<file path="src/rtl/sparc_ctrl_pkg.sv">
// Shared definitions for the SPARC-subset control unit: state encoding,
// instruction field constants, datapath mux encodings and trap causes.
package sparc_ctrl_pkg;

    typedef enum logic [3:0] {
        ST_RESET   = 4'd0,
        ST_INIT    = 4'd1,
        ST_F_ADDR  = 4'd2,
        ST_F_WAIT  = 4'd3,
        ST_F_IR    = 4'd4,
        ST_DECODE  = 4'd5,
        ST_ALU     = 4'd6,
        ST_LS_ADDR = 4'd7,
        ST_L_WAIT  = 4'd8,
        ST_L_WB    = 4'd9,
        ST_S_DATA  = 4'd10,
        ST_S_WAIT  = 4'd11,
        ST_BRANCH  = 4'd12,
        ST_CALL    = 4'd13,
        ST_ADV     = 4'd14,
        ST_TRAP    = 4'd15
    } state_e;

    // Instruction format fields: op = IR[31:30], op2 = IR[24:22], op3 = IR[24:19]
    localparam logic [1:0] OP_BRANCH = 2'b00;
    localparam logic [1:0] OP_CALL   = 2'b01;
    localparam logic [1:0] OP_ARITH  = 2'b10;
    localparam logic [1:0] OP_MEM    = 2'b11;
    localparam logic [2:0] OP2_BICC  = 3'b010;
    localparam logic [5:0] OP3_LD    = 6'h00;
    localparam logic [5:0] OP3_ST    = 6'h04;
    localparam logic [5:0] OP3_ADD   = 6'h00;
    localparam logic [5:0] OP3_ALU_LIMIT = 6'h38;

    // Datapath mux encodings
    localparam logic [1:0] NPC_SEL_INC    = 2'd0;
    localparam logic [1:0] NPC_SEL_TBR    = 2'd1;
    localparam logic [1:0] NPC_SEL_BRANCH = 2'd2;
    localparam logic [1:0] NPC_SEL_ALU    = 2'd3;
    localparam logic [1:0] CIN_SEL_PC     = 2'd0;
    localparam logic [1:0] CIN_SEL_NPC    = 2'd1;
    localparam logic [1:0] CIN_SEL_ALU    = 2'd2;
    localparam logic [1:0] CIN_SEL_MDR    = 2'd3;
    localparam logic [1:0] RC_SEL_RD      = 2'd0;
    localparam logic [1:0] RC_SEL_R15     = 2'd3;
    localparam logic       MAR_SEL_PC     = 1'b1;
    localparam logic       MAR_SEL_ALU    = 1'b0;
    localparam logic       MDR_SEL_RF     = 1'b1;
    localparam logic       MDR_SEL_RAM    = 1'b0;
    localparam logic       RA_SEL_RD      = 1'b1;
    localparam logic       RA_SEL_RS1     = 1'b0;
    localparam logic       OPSEL_OP1      = 1'b1;
    localparam logic       OPSEL_IR       = 1'b0;

    // Sticky trap cause codes
    localparam logic [1:0] TRAP_NONE        = 2'b00;
    localparam logic [1:0] TRAP_ILLEGAL     = 2'b01;
    localparam logic [1:0] TRAP_MEM_TIMEOUT = 2'b10;

    // Complete control word presented to the datapath
    typedef struct packed {
        logic       ire;
        logic       mdre;
        logic       mare;
        logic       npce;
        logic       pce;
        logic       psre;
        logic       rfe;
        logic       tbre;
        logic       wime;
        logic       mfa;
        logic       mop_sel;
        logic       mar_sel;
        logic       mdr_sel;
        logic       ra_sel;
        logic       aop_sel;
        logic       baux;
        logic       dispsel;
        logic       npc_add;
        logic       npc_addsel;
        logic       tb_add;
        logic       ttaux;
        logic       clr_pc;
        logic [1:0] npc_sel;
        logic [1:0] alu_sel;
        logic [1:0] cin_sel;
        logic [1:0] rc_sel;
        logic [5:0] op1;
    } ctrl_t;

    // States in which the unit is waiting for MFC
    function automatic logic is_wait_state(input state_e s);
        return (s == ST_F_WAIT) || (s == ST_L_WAIT) || (s == ST_S_WAIT);
    endfunction

endpackage

</file>
<file path="src/rtl/mfc_timeout_counter.sv">
// Counts MFC-less wait cycles; flags expiry on the last permitted cycle so
// the control FSM can divert to the memory-timeout trap.
module mfc_timeout_counter #(
    parameter int unsigned LIMIT = 16
) (
    input  logic clk,
    input  logic srst,
    input  logic clr,
    input  logic en,
    output logic expired
);

    logic [7:0] count_q;
    logic [7:0] count_d;

    // Clear has priority so the count always starts at zero on wait entry
    always_comb begin
        count_d = count_q;
        if (clr) begin
            count_d = 8'd0;
        end else if (en) begin
            count_d = count_q + 8'd1;
        end
    end

    // Counter register
    always_ff @(posedge clk) begin
        if (srst) begin
            count_q <= 8'd0;
        end else begin
            count_q <= count_d;
        end
    end

    assign expired = (count_q == 8'(LIMIT - 1));

endmodule

</file>
<file path="src/rtl/sparc_control_unit.sv">
// Microsequenced control unit: registered state machine stepping through
// fetch, decode and execute, with Moore-decoded datapath controls.
module sparc_control_unit
    import sparc_ctrl_pkg::*;
#(
    parameter int unsigned MFC_TIMEOUT = 16
) (
    input  logic        Clk,
    input  logic        Reset,
    input  logic [31:0] IR,
    input  logic        MFC,
    input  logic        cond_true,
    output logic        IRE,
    output logic        MDRE,
    output logic        MARE,
    output logic        nPCE,
    output logic        PCE,
    output logic        PSRE,
    output logic        RFE,
    output logic        TBRE,
    output logic        WIME,
    output logic        MFA,
    output logic        MOP_SEL,
    output logic        MAR_SEL,
    output logic        MDR_SEL,
    output logic        RA_SEL,
    output logic        AOP_SEL,
    output logic        BAUX,
    output logic        DISPSEL,
    output logic        nPC_ADD,
    output logic        nPC_ADDSEL,
    output logic        TB_ADD,
    output logic        ttAUX,
    output logic        ClrPC,
    output logic [1:0]  nPC_SEL,
    output logic [1:0]  ALU_SEL,
    output logic [1:0]  CIN_SEL,
    output logic [1:0]  RC_SEL,
    output logic [5:0]  OP1,
    output logic [3:0]  state,
    output logic [1:0]  trap_cause
);

    state_e     state_q, state_d;
    logic       phase_q, phase_d;
    logic [1:0] trap_cause_q, trap_cause_d;
    logic [1:0] trap_code;
    logic       in_wait;
    logic       timeout_expired;
    ctrl_t      ctrl;

    logic [1:0] op;
    logic [2:0] op2;
    logic [5:0] op3;
    logic       unused_ir;

    assign op  = IR[31:30];
    assign op2 = IR[24:22];
    assign op3 = IR[24:19];
    assign unused_ir = ^{IR[29:25], IR[18:14], IR[12:0]};

    assign in_wait = is_wait_state(state_q);

    // Counter is held clear outside wait states, so every wait starts from zero
    mfc_timeout_counter #(
        .LIMIT (MFC_TIMEOUT)
    ) u_timeout (
        .clk     (Clk),
        .srst    (Reset),
        .clr     (!in_wait),
        .en      (in_wait && !MFC),
        .expired (timeout_expired)
    );

    // Next-state, phase and trap-cause computation
    always_comb begin
        state_d      = state_q;
        phase_d      = phase_q;
        trap_cause_d = trap_cause_q;
        trap_code    = TRAP_NONE;
        case (state_q)
            ST_RESET:   state_d = ST_INIT;
            ST_INIT:    state_d = ST_F_ADDR;
            ST_F_ADDR:  state_d = ST_F_WAIT;
            ST_F_WAIT: begin
                // MFC on the final permitted cycle still completes the access
                if (MFC) begin
                    state_d = ST_F_IR;
                end else if (timeout_expired) begin
                    state_d   = ST_TRAP;
                    trap_code = TRAP_MEM_TIMEOUT;
                end
            end
            ST_F_IR:    state_d = ST_DECODE;
            ST_DECODE: begin
                state_d   = ST_TRAP;
                trap_code = TRAP_ILLEGAL;
                case (op)
                    OP_CALL:   state_d = ST_CALL;
                    OP_BRANCH: if (op2 == OP2_BICC) state_d = ST_BRANCH;
                    OP_ARITH:  if (op3 < OP3_ALU_LIMIT) state_d = ST_ALU;
                    OP_MEM:    if (op3 == OP3_LD || op3 == OP3_ST) state_d = ST_LS_ADDR;
                    default:   state_d = ST_TRAP;
                endcase
            end
            ST_ALU:     state_d = ST_ADV;
            ST_LS_ADDR: state_d = (op3 == OP3_LD) ? ST_L_WAIT : ST_S_DATA;
            ST_L_WAIT: begin
                if (MFC) begin
                    state_d = ST_L_WB;
                end else if (timeout_expired) begin
                    state_d   = ST_TRAP;
                    trap_code = TRAP_MEM_TIMEOUT;
                end
            end
            ST_L_WB:    state_d = ST_ADV;
            ST_S_DATA:  state_d = ST_S_WAIT;
            ST_S_WAIT: begin
                if (MFC) begin
                    state_d = ST_ADV;
                end else if (timeout_expired) begin
                    state_d   = ST_TRAP;
                    trap_code = TRAP_MEM_TIMEOUT;
                end
            end
            ST_BRANCH:  state_d = ST_F_ADDR;
            ST_CALL, ST_TRAP: begin
                // Two-cycle states: the phase bit selects the second half
                if (!phase_q) begin
                    phase_d = 1'b1;
                end else begin
                    phase_d = 1'b0;
                    state_d = ST_F_ADDR;
                end
            end
            ST_ADV:     state_d = ST_F_ADDR;
            default:    state_d = ST_RESET;
        endcase
        if (state_d == ST_TRAP && state_q != ST_TRAP) begin
            trap_cause_d = trap_code;
        end
    end

    // State, phase and sticky trap-cause registers
    always_ff @(posedge Clk) begin
        if (Reset) begin
            state_q      <= ST_RESET;
            phase_q      <= 1'b0;
            trap_cause_q <= TRAP_NONE;
        end else begin
            state_q      <= state_d;
            phase_q      <= phase_d;
            trap_cause_q <= trap_cause_d;
        end
    end

    // Moore decode of the control word, with MFC/IR qualifications
    always_comb begin
        ctrl        = '0;
        ctrl.clr_pc = 1'b1;
        case (state_q)
            ST_RESET: ctrl.clr_pc = 1'b0;
            ST_INIT: begin
                ctrl.npce       = 1'b1;
                ctrl.npc_sel    = NPC_SEL_INC;
                ctrl.npc_add    = 1'b1;
                ctrl.npc_addsel = 1'b1;
            end
            ST_F_ADDR: begin
                ctrl.mare    = 1'b1;
                ctrl.mar_sel = MAR_SEL_PC;
            end
            ST_F_WAIT: begin
                ctrl.mfa     = 1'b1;
                ctrl.mop_sel = OPSEL_OP1;
                ctrl.op1     = OP3_LD;
                ctrl.mdr_sel = MDR_SEL_RAM;
                ctrl.mdre    = MFC;
            end
            ST_F_IR: ctrl.ire = 1'b1;
            ST_ALU: begin
                ctrl.rfe     = 1'b1;
                ctrl.cin_sel = CIN_SEL_ALU;
                ctrl.rc_sel  = RC_SEL_RD;
                ctrl.ra_sel  = RA_SEL_RS1;
                ctrl.aop_sel = OPSEL_IR;
                ctrl.psre    = IR[23];
                ctrl.alu_sel = {1'b0, IR[13]};
            end
            ST_LS_ADDR: begin
                ctrl.mare    = 1'b1;
                ctrl.mar_sel = MAR_SEL_ALU;
                ctrl.aop_sel = OPSEL_OP1;
                ctrl.op1     = OP3_ADD;
                ctrl.alu_sel = {1'b0, IR[13]};
            end
            ST_L_WAIT: begin
                ctrl.mfa     = 1'b1;
                ctrl.mop_sel = OPSEL_IR;
                ctrl.mdr_sel = MDR_SEL_RAM;
                ctrl.mdre    = MFC;
            end
            ST_L_WB: begin
                ctrl.rfe     = 1'b1;
                ctrl.cin_sel = CIN_SEL_MDR;
                ctrl.rc_sel  = RC_SEL_RD;
            end
            ST_S_DATA: begin
                ctrl.ra_sel  = RA_SEL_RD;
                ctrl.mdr_sel = MDR_SEL_RF;
                ctrl.mdre    = 1'b1;
            end
            ST_S_WAIT: begin
                ctrl.mfa     = 1'b1;
                ctrl.mop_sel = OPSEL_IR;
            end
            ST_BRANCH: begin
                ctrl.pce  = 1'b1;
                ctrl.npce = 1'b1;
                if (cond_true) begin
                    ctrl.npc_sel = NPC_SEL_BRANCH;
                    ctrl.baux    = 1'b1;
                end else begin
                    ctrl.npc_sel = NPC_SEL_INC;
                    ctrl.npc_add = 1'b1;
                end
            end
            ST_CALL: begin
                if (!phase_q) begin
                    ctrl.rfe     = 1'b1;
                    ctrl.rc_sel  = RC_SEL_R15;
                    ctrl.cin_sel = CIN_SEL_PC;
                end else begin
                    ctrl.pce     = 1'b1;
                    ctrl.npce    = 1'b1;
                    ctrl.npc_sel = NPC_SEL_BRANCH;
                    ctrl.baux    = 1'b1;
                    ctrl.dispsel = 1'b1;
                end
            end
            ST_ADV: begin
                ctrl.pce     = 1'b1;
                ctrl.npce    = 1'b1;
                ctrl.npc_sel = NPC_SEL_INC;
                ctrl.npc_add = 1'b1;
            end
            ST_TRAP: begin
                if (!phase_q) begin
                    ctrl.tbre  = 1'b1;
                    ctrl.ttaux = 1'b1;
                end else begin
                    ctrl.pce     = 1'b1;
                    ctrl.npce    = 1'b1;
                    ctrl.npc_sel = NPC_SEL_TBR;
                    ctrl.tb_add  = 1'b1;
                end
            end
            default: ctrl.clr_pc = 1'b1;
        endcase
    end

    assign IRE        = ctrl.ire;
    assign MDRE       = ctrl.mdre;
    assign MARE       = ctrl.mare;
    assign nPCE       = ctrl.npce;
    assign PCE        = ctrl.pce;
    assign PSRE       = ctrl.psre;
    assign RFE        = ctrl.rfe;
    assign TBRE       = ctrl.tbre;
    assign WIME       = ctrl.wime;
    assign MFA        = ctrl.mfa;
    assign MOP_SEL    = ctrl.mop_sel;
    assign MAR_SEL    = ctrl.mar_sel;
    assign MDR_SEL    = ctrl.mdr_sel;
    assign RA_SEL     = ctrl.ra_sel;
    assign AOP_SEL    = ctrl.aop_sel;
    assign BAUX       = ctrl.baux;
    assign DISPSEL    = ctrl.dispsel;
    assign nPC_ADD    = ctrl.npc_add;
    assign nPC_ADDSEL = ctrl.npc_addsel;
    assign TB_ADD     = ctrl.tb_add;
    assign ttAUX      = ctrl.ttaux;
    assign ClrPC      = ctrl.clr_pc;
    assign nPC_SEL    = ctrl.npc_sel;
    assign ALU_SEL    = ctrl.alu_sel;
    assign CIN_SEL    = ctrl.cin_sel;
    assign RC_SEL     = ctrl.rc_sel;
    assign OP1        = ctrl.op1;
    assign state      = state_q;
    assign trap_cause = trap_cause_q;

endmodule
</file>
<file path="config.mk">
export PLATFORM = sky130hd
export DESIGN_NAME = sparc_control_unit
export DESIGN_NICKNAME = d
export VERILOG_FILES = /design/src/rtl/sparc_ctrl_pkg.sv /design/src/rtl/mfc_timeout_counter.sv /design/src/rtl/sparc_control_unit.sv
export SDC_FILE = /design/constraint.sdc
export NUM_CORES = 1
export LEC_CHECK = 0
export ABC_AREA = 1
export CAP_MARGIN = 15
export CORE_ASPECT_RATIO = 1.1
export CORE_MARGIN = 2
export CORE_UTILIZATION = 35
export DETAILED_ROUTE_END_ITERATION = 6
export PLACE_DENSITY = 0.78
export SYNTH_ARGS = -nofsm -noshare
export SYNTH_HDL_FRONTEND = slang
export SYNTH_SLANG_ARGS = --single-unit
</file>
<file path="constraint.sdc">
create_clock -name Clk -period 1.65 [get_ports Clk]
set_clock_uncertainty 0.2 [all_clocks]
set_input_delay 0.33 -clock Clk [delete_from_list [all_inputs] [get_ports Clk]]
set_output_delay 0.33 -clock Clk [all_outputs]
set_load 0.05 [all_outputs]
</file>
==> results.sh <==
export IMPL_status="finished, violations left"
export IMPL_failed_checks="setup timing"
export IMPL_max_clock_freq_mhz=476
export IMPL_pre_cts_slack_ns=-0.340
export IMPL_worst_setup_hold_path_clk_slew_ns=0.06
export IMPL_wire_per_inst_um=20.1
export IMPL_worst_setup_path_type="flip-flop to flip-flop"
export IMPL_grt_overflow_total=0
export IMPL_yosysTopAreaCellShare_pct=22.1
export IMPL_drcViolationCount=0
export IMPL_design_portCount=78
export IMPL_grt_first_pass_wirelength_um=9020
export IMPL_clk_insertion_delay_late_ns=0.26
export IMPL_power_density_nw_per_um2=798
export IMPL_avgSynthCellArea_um2=6.16
export IMPL_num_vias=2018
export IMPL_synthDominantAreaCellType="dfxtp_1"
export IMPL_max_cap_viol_count=0
export IMPL_unrepaired_setup_endpoints_after_global_routing="true"
export IMPL_final_common_cell="buf_4"
export IMPL_synth_seq_area_share_pct=22.1
export IMPL_synth_yosys_warnings=0
export IMPL_synth_seq_cells=15
export IMPL_die_area_um2=4410
export IMPL_port_buf_inserts=46
export IMPL_clock_sink_count=15
export IMPL_detail_route_first_pass_iterations=4
export IMPL_final_setup_worst_slack_ns=-0.450
export IMPL_final_period_minus_worst_setup_slack_ns=2.10
export IMPL_root_driver="clkbuf_8"
export IMPL_worstPathMaxFanout=6
export IMPL_post_synth_main_area_contributors="dfxtp_1 22%, nand2_1 16%, nor2_1 11%"
export IMPL_total_power_mw=2.64
export IMPL_report_final_hold_viol_count=0
export IMPL_timing_critical_path_to_type="flip-flop"
export IMPL_cts_path_max_buffers=2
export IMPL_finalWeightedCongestion=0.877
export IMPL_cellLeakagePower_nw=1.46
export IMPL_floorplan_die_width_um=63.5
export IMPL_placed_instances=360
export IMPL_worst_ir_drop_vdd_v=0.000577
export IMPL_final_nets=368
export IMPL_starting_density_of_the_core_pct=37.0
export IMPL_rows=23
export IMPL_diodes=0
export IMPL_antenna_found_initial=0
export IMPL_worst_hold_path_type="flip-flop to flip-flop"
export IMPL_worstSetupStartpointType="flip-flop"
export IMPL_setup_violations_final=38
export IMPL_crit_required_ns=1.60
export IMPL_drtAntennaViolNets=0
export IMPL_post_route_util_pct=89.9
export IMPL_maximum_level_of_the_cts_h_tree=1
export IMPL_cp_data_arrival_time_ns=2.05
export IMPL_postRouteWirelength_um=7630
export IMPL_drive_gt1_share_pct=63.3
export IMPL_inserted_clock_buffers=3
export IMPL_die_height_um=69.4
export IMPL_final_period_utilization_pct=127
export IMPL_layout_cells_most_common_list="40 x buf_4, 36 x buf_12, 35 x nand2_1"
export IMPL_synth_lib_cells_used_distinct=30
export IMPL_postSynthCellCount=221
export IMPL_first_global_vias=1984
export IMPL_fin_tns_setup_ns=-9.83
export IMPL_post_dp_hpwl_um=3940
export IMPL_core_area_um2=3680
export IMPL_post_drt_via_cell_ratio=5.31
export IMPL_grt_max_degree=10
export IMPL_fin_cells=380
export IMPL_grtUsageTotal_pct=25.4
export IMPL_drtIter0Drc=116
export IMPL_post_synth_instance_area_um2=1360
export IMPL_flow_area_growth_from_synthesis_pct=143
export IMPL_tritoncts="done"
export IMPL_slew_violations=0
==> layer usage <==
layer  vias to the layer above  global-route usage, %  part of all wire [%]
met3                        39                   3.25                   5.6
li1                        896                      -                     -
met4                         0                   10.6                   5.3
met5                         -                      0                     0
met2                       139                   48.9                    52
met1                       944                   27.0                    37
==> power by group <==
group / total (mW) / switching [mW] / leakage [nW] / internal [mW]
clock: 0.316 / 0.148 / 0.0255 / 0.168
combinational: 1.86 / 1.02 / 1.31 / 0.834
sequential: 0.469 / 0.0824 / 0.124 / 0.387
total: 2.64 / 1.25 / 1.46 / 1.39
==> layout make-up <==
| cell class | instances | area, um^2 |
|---|---|---|
| clock buffer | 3 | 41.3 |
| clock inverter | 1 | 5.00 |
| fill | 125 | 372 |
| inverter | 28 | 150 |
| multi-input combinational | 170 | 1310 |
| sequential | 15 | 315 |
| tap | 50 | 62.6 |
| timing repair buffer | 113 | 1430 |
==> flip-flops by register name, summed over array words and instances (netlist names) <==
signal,count
u_timeout.count_q,8
state,4
trap_cause,2
phase_q,1
==> worst max-delay path, stage by stage, from the launching register on <==
cell and delay [ns]:
dfxtp_4 0.45, inv_4 0.08, nor2_4 0.19, nand2_8 0.10, buf_4 0.16, o21ai_1 0.13
nor2_1 0.11, nand2_2 0.10, nand2_1 0.08, nor2_2 0.14, nand3_1 0.11, nand2_1 0.09
nor2_1 0.05
==> Yosys cell counts, drive strengths merged <==
master,count
nor3,4
a31oi,1
nor2,48
conb,1
nand2,64
or2,1
buf,15
nand3b,2
o221ai,1
dfxtp,15
o21bai,2
nand3,16
inv,28
o21ai,6
a31o,2
xor2,2
a21oi,7
ha,1
nand4,2
nor3b,3
==> what timing repair did <==
item	CTS	global route
gates resized for setup	34	59
pin swaps	19	16
buffers inserted	8	9
endpoints found under the setup margin	35	40
hold buffers	0	0
==> logic make-up (layout without fill, tap and decap cells) <==
| kind of cell | count (synthesis) | after routing | synth area share, % |
|---|---|---|---|
| flops | 15 | 15 | 22.1 |
| simple gates | 140 | 140 | 50.4 |
| buf+inv | 43 | 145 | 16.5 |
| fa+ha+maj | 1 | 1 | 0.919 |
| other cells | 1 | 8 | 0.275 |
| compound gates | 19 | 19 | 8.55 |
| xor+xnor | 2 | 2 | 1.29 |
==> through the flow <==
step	cell area [um^2]	hold slack (ns)
after floorplan	1690	0.189
after global placement	2800	0.272
after detailed placement	2800	0.286
after CTS	3030	0.297
after global routing	3310	0.325
final	3310	0.296
==> final timing paths <==
kind	cells past startpoint	slack, ns	start	end
setup reg to reg	12	-0.45	state[0]	trap_cause[1]
hold / removal	2	0.30	u_timeout.count_q[7]	u_timeout.count_q[7]
setup / recovery	12	-0.45	state[0]	trap_cause[1]
hold reg to reg	2	0.30	u_timeout.count_q[7]	u_timeout.count_q[7]
No activity file was read; power rests on OpenSTA's default activity.
